<file path="config.mk">
export PLATFORM = sky130hd
export DESIGN_NAME = alu_share_arbiter
export DESIGN_NICKNAME = d
export VERILOG_FILES = /design/src/rtl/alu_share_arbiter.sv
export SDC_FILE = /design/constraint.sdc
export NUM_CORES = 1
export LEC_CHECK = 0
export CAP_MARGIN = 20
export CORE_ASPECT_RATIO = 0.75
export CORE_MARGIN = 4
export CORE_UTILIZATION = 39
export DETAILED_ROUTE_END_ITERATION = 16
export GPL_TIMING_DRIVEN = 1
export PLACE_DENSITY = 0.8
export SYNTH_ARGS = -nofsm -noshare
export SYNTH_HDL_FRONTEND = slang
export SYNTH_SLANG_ARGS = --single-unit
</file>
<file path="constraint.sdc">
create_clock -name clk -period 2 [get_ports clk]
set_input_delay 0.5 -clock clk [delete_from_list [all_inputs] [get_ports clk]]
set_output_delay 0.5 -clock clk [all_outputs]
set_load 0.1 [all_outputs]
</file>
<file path="src/rtl/alu_share_arbiter.sv">
// alu_share_arbiter: round-robin sharing of one combinational ALU between two
// valid/ready requesters. Operands are registered toward the ALU, and each
// result is returned through a one-entry response buffer for its requester.
module alu_share_arbiter #(
    parameter int unsigned WIDTH = 32,
    parameter int unsigned OPW   = 4
) (
    input  logic             clk,
    input  logic             rst_n,
    // requester 0
    input  logic             req0_valid,
    output logic             req0_ready,
    input  logic [WIDTH-1:0] req0_a,
    input  logic [WIDTH-1:0] req0_b,
    input  logic [OPW-1:0]   req0_op,
    // requester 1
    input  logic             req1_valid,
    output logic             req1_ready,
    input  logic [WIDTH-1:0] req1_a,
    input  logic [WIDTH-1:0] req1_b,
    input  logic [OPW-1:0]   req1_op,
    // ALU side
    output logic [WIDTH-1:0] alu_a,
    output logic [WIDTH-1:0] alu_b,
    output logic [OPW-1:0]   alu_op,
    input  logic [WIDTH-1:0] alu_result,
    input  logic             alu_zero,
    // response 0
    output logic             rsp0_valid,
    input  logic             rsp0_ready,
    output logic [WIDTH-1:0] rsp0_result,
    output logic             rsp0_zero,
    // response 1
    output logic             rsp1_valid,
    input  logic             rsp1_ready,
    output logic [WIDTH-1:0] rsp1_result,
    output logic             rsp1_zero,
    output logic             busy
);

    typedef enum logic {
        IDLE,
        EXEC
    } state_t;

    state_t state;
    logic   owner;       // requester that owns the EXEC operation
    logic   last_grant;  // requester granted most recently
    logic   elig0, elig1;
    logic   cand0, cand1;
    logic   grant0, grant1;

    // Eligibility and round-robin grant; a buffer being drained this cycle frees its requester
    always_comb begin
        elig0  = !((state == EXEC) && (owner == 1'b0)) && (!rsp0_valid || rsp0_ready);
        elig1  = !((state == EXEC) && (owner == 1'b1)) && (!rsp1_valid || rsp1_ready);
        cand0  = req0_valid && elig0;
        cand1  = req1_valid && elig1;
        grant0 = cand0 && (!cand1 || (last_grant == 1'b1));
        grant1 = cand1 && (!cand0 || (last_grant == 1'b0));
    end

    assign req0_ready = grant0;
    assign req1_ready = grant1;
    assign busy       = (state == EXEC) || rsp0_valid || rsp1_valid;

    // Sequencer: drain responses, capture the EXEC result, load the next grant
    always_ff @(posedge clk or negedge rst_n) begin
        if (!rst_n) begin
            state       <= IDLE;
            owner       <= 1'b0;
            last_grant  <= 1'b1;
            alu_a       <= '0;
            alu_b       <= '0;
            alu_op      <= '0;
            rsp0_valid  <= 1'b0;
            rsp0_result <= '0;
            rsp0_zero   <= 1'b0;
            rsp1_valid  <= 1'b0;
            rsp1_result <= '0;
            rsp1_zero   <= 1'b0;
        end else begin
            if (rsp0_valid && rsp0_ready) begin
                rsp0_valid <= 1'b0;
            end
            if (rsp1_valid && rsp1_ready) begin
                rsp1_valid <= 1'b0;
            end

            // The owner's buffer is always empty here: it was free or draining when granted.
            if (state == EXEC) begin
                if (owner == 1'b0) begin
                    rsp0_valid  <= 1'b1;
                    rsp0_result <= alu_result;
                    rsp0_zero   <= alu_zero;
                end else begin
                    rsp1_valid  <= 1'b1;
                    rsp1_result <= alu_result;
                    rsp1_zero   <= alu_zero;
                end
            end

            if (grant0 || grant1) begin
                alu_a      <= grant1 ? req1_a  : req0_a;
                alu_b      <= grant1 ? req1_b  : req0_b;
                alu_op     <= grant1 ? req1_op : req0_op;
                owner      <= grant1;
                last_grant <= grant1;
                state      <= EXEC;
            end else begin
                state      <= IDLE;
            end
        end
    end

endmodule

</file>
After elaboration in Yosys (flattened, before gate mapping). Cells that the tools add are included.

Bits in registers: 139. Input port bits: 175. Output and inout bits: 139. Word-level logic and storage cells: 49.

Muxes and demuxes: 10. Bitwise operators: 2. Reductions and logical operators: 25.

Operator list (number): $mux W32 (2); $logic_and A1 B1 Y1 (10); $logic_or A1 B1 Y1 (7); $mux W1 (7); $logic_not A1 Y1 (6); $mux W4 (1); $reduce_and A2 Y1 (2); $not A1 Y1 (2).

Longest topological paths before layout. Gate-level depths: netlist of run 1.

Depth after elaboration: 10. Gate-level depth with buffers: 8. Mapped depth without buffers: 4.

Worst setup path after synthesis of run 1. OpenSTA, ideal clock, no wires.

Path type: reg-to-output. Start point: register rsp1_valid. End point: output req1_ready. Data arrival time: 2356 ps. Data required time: 1500 ps. Path slack: -856 ps. Cell stages (with the launch flop): 6. Path through: dfrtp_1 nand2b_1 and3_1 buf_2 clkbuf_1 and2_1.

Cells in the longest elaborated chain, start to end: 5.

RTL lines: from (decl) (RTL line 34) `output logic rsp1_valid,`; from (signal assigned) (RTL line 79) `rsp1_valid <= 1'b0;`; from (signal assigned) (RTL line 87) `rsp1_valid <= 1'b0;`; from (signal assigned) (RTL line 97) `rsp1_valid <= 1'b1;`; $logic_not A1 Y1 (RTL line 56) `elig1 = !((state == EXEC) && (owner == 1'b1)) && (!rsp1_valid || rsp1_ready);`; $logic_or A1 B1 Y1 (RTL line 56); $logic_and A1 B1 Y1 (RTL line 56); $logic_and A1 B1 Y1 (RTL line 58) `cand1 = req1_valid && elig1;`; $logic_and A1 B1 Y1 (RTL line 60) `grant1 = cand1 && (!cand0 || (last_grant == 1'b0));`; to (decl) (RTL line 18) `output logic req1_ready,`.

No other way between the ends.

Worst setup path after layout of run 1.
Start point: input rsp0_ready. End point: output req0_ready.

Cells in the longest elaborated chain, start to end: 4.

RTL lines: from (decl) (RTL line 30) `input logic rsp0_ready,`; $logic_or A1 B1 Y1 (RTL line 55) `elig0 = !((state == EXEC) && (owner == 1'b0)) && (!rsp0_valid || rsp0_ready);`; $logic_and A1 B1 Y1 (RTL line 55); $logic_and A1 B1 Y1 (RTL line 57) `cand0 = req0_valid && elig0;`; $logic_and A1 B1 Y1 (RTL line 59) `grant0 = cand0 && (!cand1 || (last_grant == 1'b1));`; to (decl) (RTL line 12) `output logic req0_ready,`.

No other way between the ends.

==> results of run 1 <==
==> state kept, by name, summed over array words and instances, names as in the netlist <==
register and flops:
alu_a 32, alu_b 32, alu_op 4, last_grant 1, owner 1, rsp0_result 32, rsp0_valid 1, rsp0_zero 1
rsp1_result 32, rsp1_valid 1, rsp1_zero 1, state 1
==> worst max path at each step <==
stage / cells past startpoint / end / start / slack [ps]
after detailed placement: 7 / alu_b[10] / rsp1_ready / -340
final: 6 / req0_ready / rsp0_ready / -140
after CTS: 5 / req0_ready / rsp1_valid / -140
after global placement: 6 / req0_ready / rsp1_ready / -300
after floorplan: 6 / req0_ready / rsp1_valid / -250
after global routing: 5 / req0_ready / rsp1_valid / -200
==> per-stage QoR <==
stage / setup WS, ps / instances / area [um2]
floorplan: -251 / 467 / 5840
global placement: -298 / 959 / 10100
detailed placement: -345 / 959 / 10100
CTS: -138 / 996 / 10800
global route: -196 / 997 / 10800
finish: -136 / 997 / 10800
==> synth_stat cells <==
cell      number
mux2_2        33
and3_1         1
o221a_2       58
nand3_1        1
nand2_1      101
nand4_1        1
and2_1         2
o211ai_2       1
dfrtp_1      138
inv_1          2
nand2b_1       3
nand2_2        1
buf_2          8
clkbuf_1      26
buf_1          3
or3_1          1
a21o_1         2
nand3b_1      68
o221a_1       10
o21a_1         1
dfstp_2        1
nor2b_1        1
buf_6          4
==> worst reg2reg max path, cell delays in order, from the launching register on <==
cell,delay [ps]
dfrtp_1,410
nand2b_4,180
buf_6,100
nand4_1,140
buf_4,170
buf_4,120
buf_4,140
buf_4,210
nand3b_1,150
o221a_1,230
==> kinds of logic after synthesis <==
group | after synthesis | synth area share [%]
simple gates | 180 | 16.5
flops | 139 | 59.9
compound gates | 72 | 13.8
buf+inv | 43 | 3.47
mux | 33 | 6.40
==> cell type report <==
class,instances,area [um2],share of cell area [%]
clock buffer,19,443,4.10
clock inverter,12,171,1.59
inverter,2,11.3,0.104
multi-input combinational,285,2190,20.3
sequential,139,3490,32.3
tap,200,250,2.32
timing repair buffer,340,4240,39.3
==> repair_timing <==
| item | CTS | global route |
|---|---|---|
| setup buffers | 5 | 1 |
| setup endpoints to repair | 3 | 3 |
| pin swaps | 4 | 0 |
| hold endpoints to repair | 34 | 0 |
| hold buffers | 1 | 0 |
| gates resized for setup | 9 | 1 |
==> metal layers <==
layer  wire length, um  part of all wire [%]  track usage, %
met1              7850                    38            28.5
met2             10500                    51            41.1
met3              1620                   7.9            7.59
met4               506                   2.5            8.41
met5                 0                     0               0
==> reports/results.ini, run 1 <==
[status]
status=finished with violations
violations=setup timing

[yosys]
synth_area_per_cell_um2=12.4
synth_top_area_share_pct=59.4
syn_nets=642
syn-instance-count=467
synth.top_cells.by_area=dfrtp_1, o221a_2, nand3b_1
synth_area_um2=5810
yosysSeqAreaShare_pct=59.9
yosysWarningCount=0
synth.distinct_cells=23
synth-seq-cells=139
yosys.area.top_type=dfrtp_1

[die]
fp.dieW_um=149
die_height_um=114
num_rows=38
core-area_um2=14500
dieArea_um2=16900
initial_core_util_pct=39.9
io_pins=314

[setup_path]
crit_chain=clkdlybuf4s50_1 > nand2b_4 > and2_4 > o211ai_4 > clkinvlp_4 > buf_12
critPathCaptureType=primary output
r2r_setup_slack_ps=100
cp_max_fo=2
worst_ep_required_time_ps=1500
critPathSlowestCell=clkdlybuf4s50_1
worst-path-buf-inv=3
critical-path-top-delay-family=buffers and inverters
worstPathArrival_ps=1640
start_kind=input port
reg2reg_to=alu_b[10]
reg2regPathDepth=9
worstSetupPathType=in -> out
cpPeakStageDelay_ps=400
r2r_start=owner

[finish]
final_core_util_pct=74.2
nets=960
final_cell_mix=clkdlybuf4s50_1, dfrtp_1, nand2_1
drive_above_1_share_pct=38.1
area_delta_synth_final_pct=85.8
diodes=0
layout_commonest_cell=clkdlybuf4s50_1
fillers=918

[timing]
setup_viol=3
period_share_pct=107
fmax_ghz=0.468
slew_violations=0
skew_ps=6.96
period_needed_ps=2140
whs_ps=478
final_hold_viol_count=0
worstMarginPinSlew_ps=490
fin_ws_ps=-136
rsz0062_at_grt=yes
fin_tns_setup_ps=-293
slew_headroom_pct=67.3

[global_route]
grt_start_max_net_pins=55
overflow=0
antenna_found_initial=0
grt_pass1_wl_um=31500
grt_pass1_vias=5764
grt_use_total_pct=23.9

[cts]
cts_buffer_depth=2
cts_tree=done
worstSkewPairLatency_ps=410
numCtsBuffers=17
clock_sinks=139
cts_root_buf=clkbuf_16
cts_htree_levels=4
clk_pin_slew_ps=60

[min_path]
min_from=rsp0_result[30]
min_to=rsp0_result[30]
hp-class=reg -> reg
whs_path_depth=2

[placement]
gp_congestion=0.859
portBuffers=313
hpwlAfterDp_um=15300

[route]
wl_um=20400
post-route-drc-count=0
avgViaCountPerCell=5.23
routedWlPerCell_um=20.5
drtPass1Iterations=4
ant_nets=0
vias=5213
drt-initial-drc-count=370

[flow_run]
drv_cap=0

Power of run 1 is left out: the tool's default activity adds up to more than one toggle a clock period on the data nets, which glitch-free logic cannot reach.
==> inputs of run 2 (changes only) <==
- CAP_MARGIN: 20 -> 5
- MAX_ROUTING_LAYER: default -> met4
==> run 2 against run 1 <==
The flow still finishes with violations (setup timing). Sequential share of layout area hardly changed. Register-to-register slack is essentially flat. Flip-flop and latch count unchanged. Clock skew grew 2.0 ps. Global-route usage is 0.65 points higher. Die area stayed put.
==> reports/results.ini, run 2 (same netlist as run 1, synthesis figures left out) <==
[status]
status=finished with violations
violations=setup timing

[finish]
diodes=0  ; unchanged
area_delta_synth_final_pct=85.9  ; about the same
instances_no_fill=998  ; +0.10%
drive_above_1_share_pct=38.2  ; +0.078 points
design_area_um2=10800  ; about the same
layout_commonest_cell=clkdlybuf4s50_1
final_cell_mix=clkdlybuf4s50_1, dfrtp_1, nand2_1
nets=961  ; +0.10%

[timing]
slew_headroom_pct=67.1  ; -0.19 points
whs_ps=481  ; +2.81 ps
final_hold_viol_count=0  ; unchanged
fin_tns_setup_ps=-291  ; +2.06 ps
fin_ws_ps=-136  ; -0.0410 ps
slew_violations=0  ; unchanged
skew_ps=8.99  ; +2.03 ps
rsz0062_at_grt=yes
worstMarginPinSlew_ps=493  ; +2.92 ps
period_share_pct=107  ; about the same
fmax_ghz=0.468  ; about the same
setup_viol=3  ; unchanged
period_needed_ps=2140  ; +0.0410 ps

[die]
dieArea_um2=16900  ; unchanged
core-area_um2=14500  ; unchanged
fp.dieW_um=149  ; unchanged
num_rows=38  ; unchanged
initial_core_util_pct=39.9  ; unchanged
io_pins=314  ; unchanged
die_height_um=114  ; unchanged

[min_path]
hp-class=reg -> reg

[placement]
portBuffers=313  ; unchanged
dp.cells=959  ; unchanged
gp_congestion=0.873  ; +1.6%
placed_area_um2=10100  ; unchanged
hpwlAfterDp_um=15300  ; unchanged

[setup_path]
worstSetupPathType=in -> out
cp_max_fo=2  ; unchanged
start_kind=input port
critPathCaptureType=primary output
worst_ep_required_time_ps=1500  ; about the same
worstPathArrival_ps=1640  ; about the same

[global_route]
grt_use_total_pct=24.6  ; +0.65 points
grt_pass1_wl_um=31500  ; -0.11%
grt_start_max_net_pins=55  ; unchanged
grt_pass1_vias=5782  ; +0.31%
overflow=0  ; unchanged
antenna_found_initial=0  ; unchanged

[route]
wl_met2_um=10500  ; +0.38%
post-route-drc-count=0  ; unchanged
highest_layer=met4
vias=5273  ; +1.2%
routedWlPerCell_um=20.6  ; +0.32%
m1WireLength_um=7900  ; +0.73%
ant_nets=0  ; unchanged
avgViaCountPerCell=5.28  ; +1.0%
met3WireLength_um=1630  ; +0.62%
wl_um=20500  ; +0.43%
drt-initial-drc-count=393  ; +6.2%
drtPass1Iterations=9  ; +5

[cts]
cts_root_buf=clkbuf_16
numCtsBuffers=17  ; unchanged
cts_buffer_depth=2  ; unchanged
cts_htree_levels=4  ; unchanged
cts_tree=done
worstSkewPairLatency_ps=410  ; about the same
clk_pin_slew_ps=60  ; about the same
clock_sinks=139  ; unchanged

[flow_run]
drv_cap=0  ; unchanged

==> run 2: final timing paths <==
kind                                  from               to  slack, ps  depth (start not counted)
min reg2reg                rsp0_result[24]  rsp0_result[24]        480                          2
max                             rsp0_ready       req0_ready       -140                          6
max reg2reg                          owner        alu_b[10]        100                          9
min in group asynchronous            rst_n  rsp1_result[30]        580                          2
min                        rsp0_result[24]  rsp0_result[24]        480                          2
max in group asynchronous            rst_n  rsp1_result[17]        810                          3
==> run 2: metrics by stage <==
step / util (%) / setup slack, ps
after floorplan: - / -251
after global placement: 69.4 / -298
after detailed placement: 69.4 / -345
after CTS: 74.1 / -138
after global routing: 74.3 / -191
final: 74.3 / -136
==> run 2: per-layer routing <==
metal	vias up	global-route usage (%)
met5	-	-
met4	0	9.02
met3	35	6.43
met2	239	41.2
met1	2644	28.7
li1	2355	-
==> run 2: repair_timing <==
item	4_1_cts	5_1_grt
buffers inserted	5	2
hold endpoints to repair	34	0
endpoints found under the setup margin	3	3
gates cloned	0	0
hold buffers	1	0
pin swaps	4	0
resized for setup	9	1
==> run 2: layout make-up <==
type                    instances  area, um2
flip-flops and latches        139       3490
repair buffers                341       4250
well taps                     200        250
fillers                       917       3740
clock buffers                  19        443
clock inverters                12        171
inverters                       2       11.3
multi-input cells             285       2190
==> run 2: worst max-delay path, stage by stage <==
cell and delay, ps:
clkdlybuf4s50_1 400, nand2b_4 150, and2_4 150, o211ai_4 110, clkinvlp_4 150, buf_12 180
Power of run 2 is left out for the same reason.
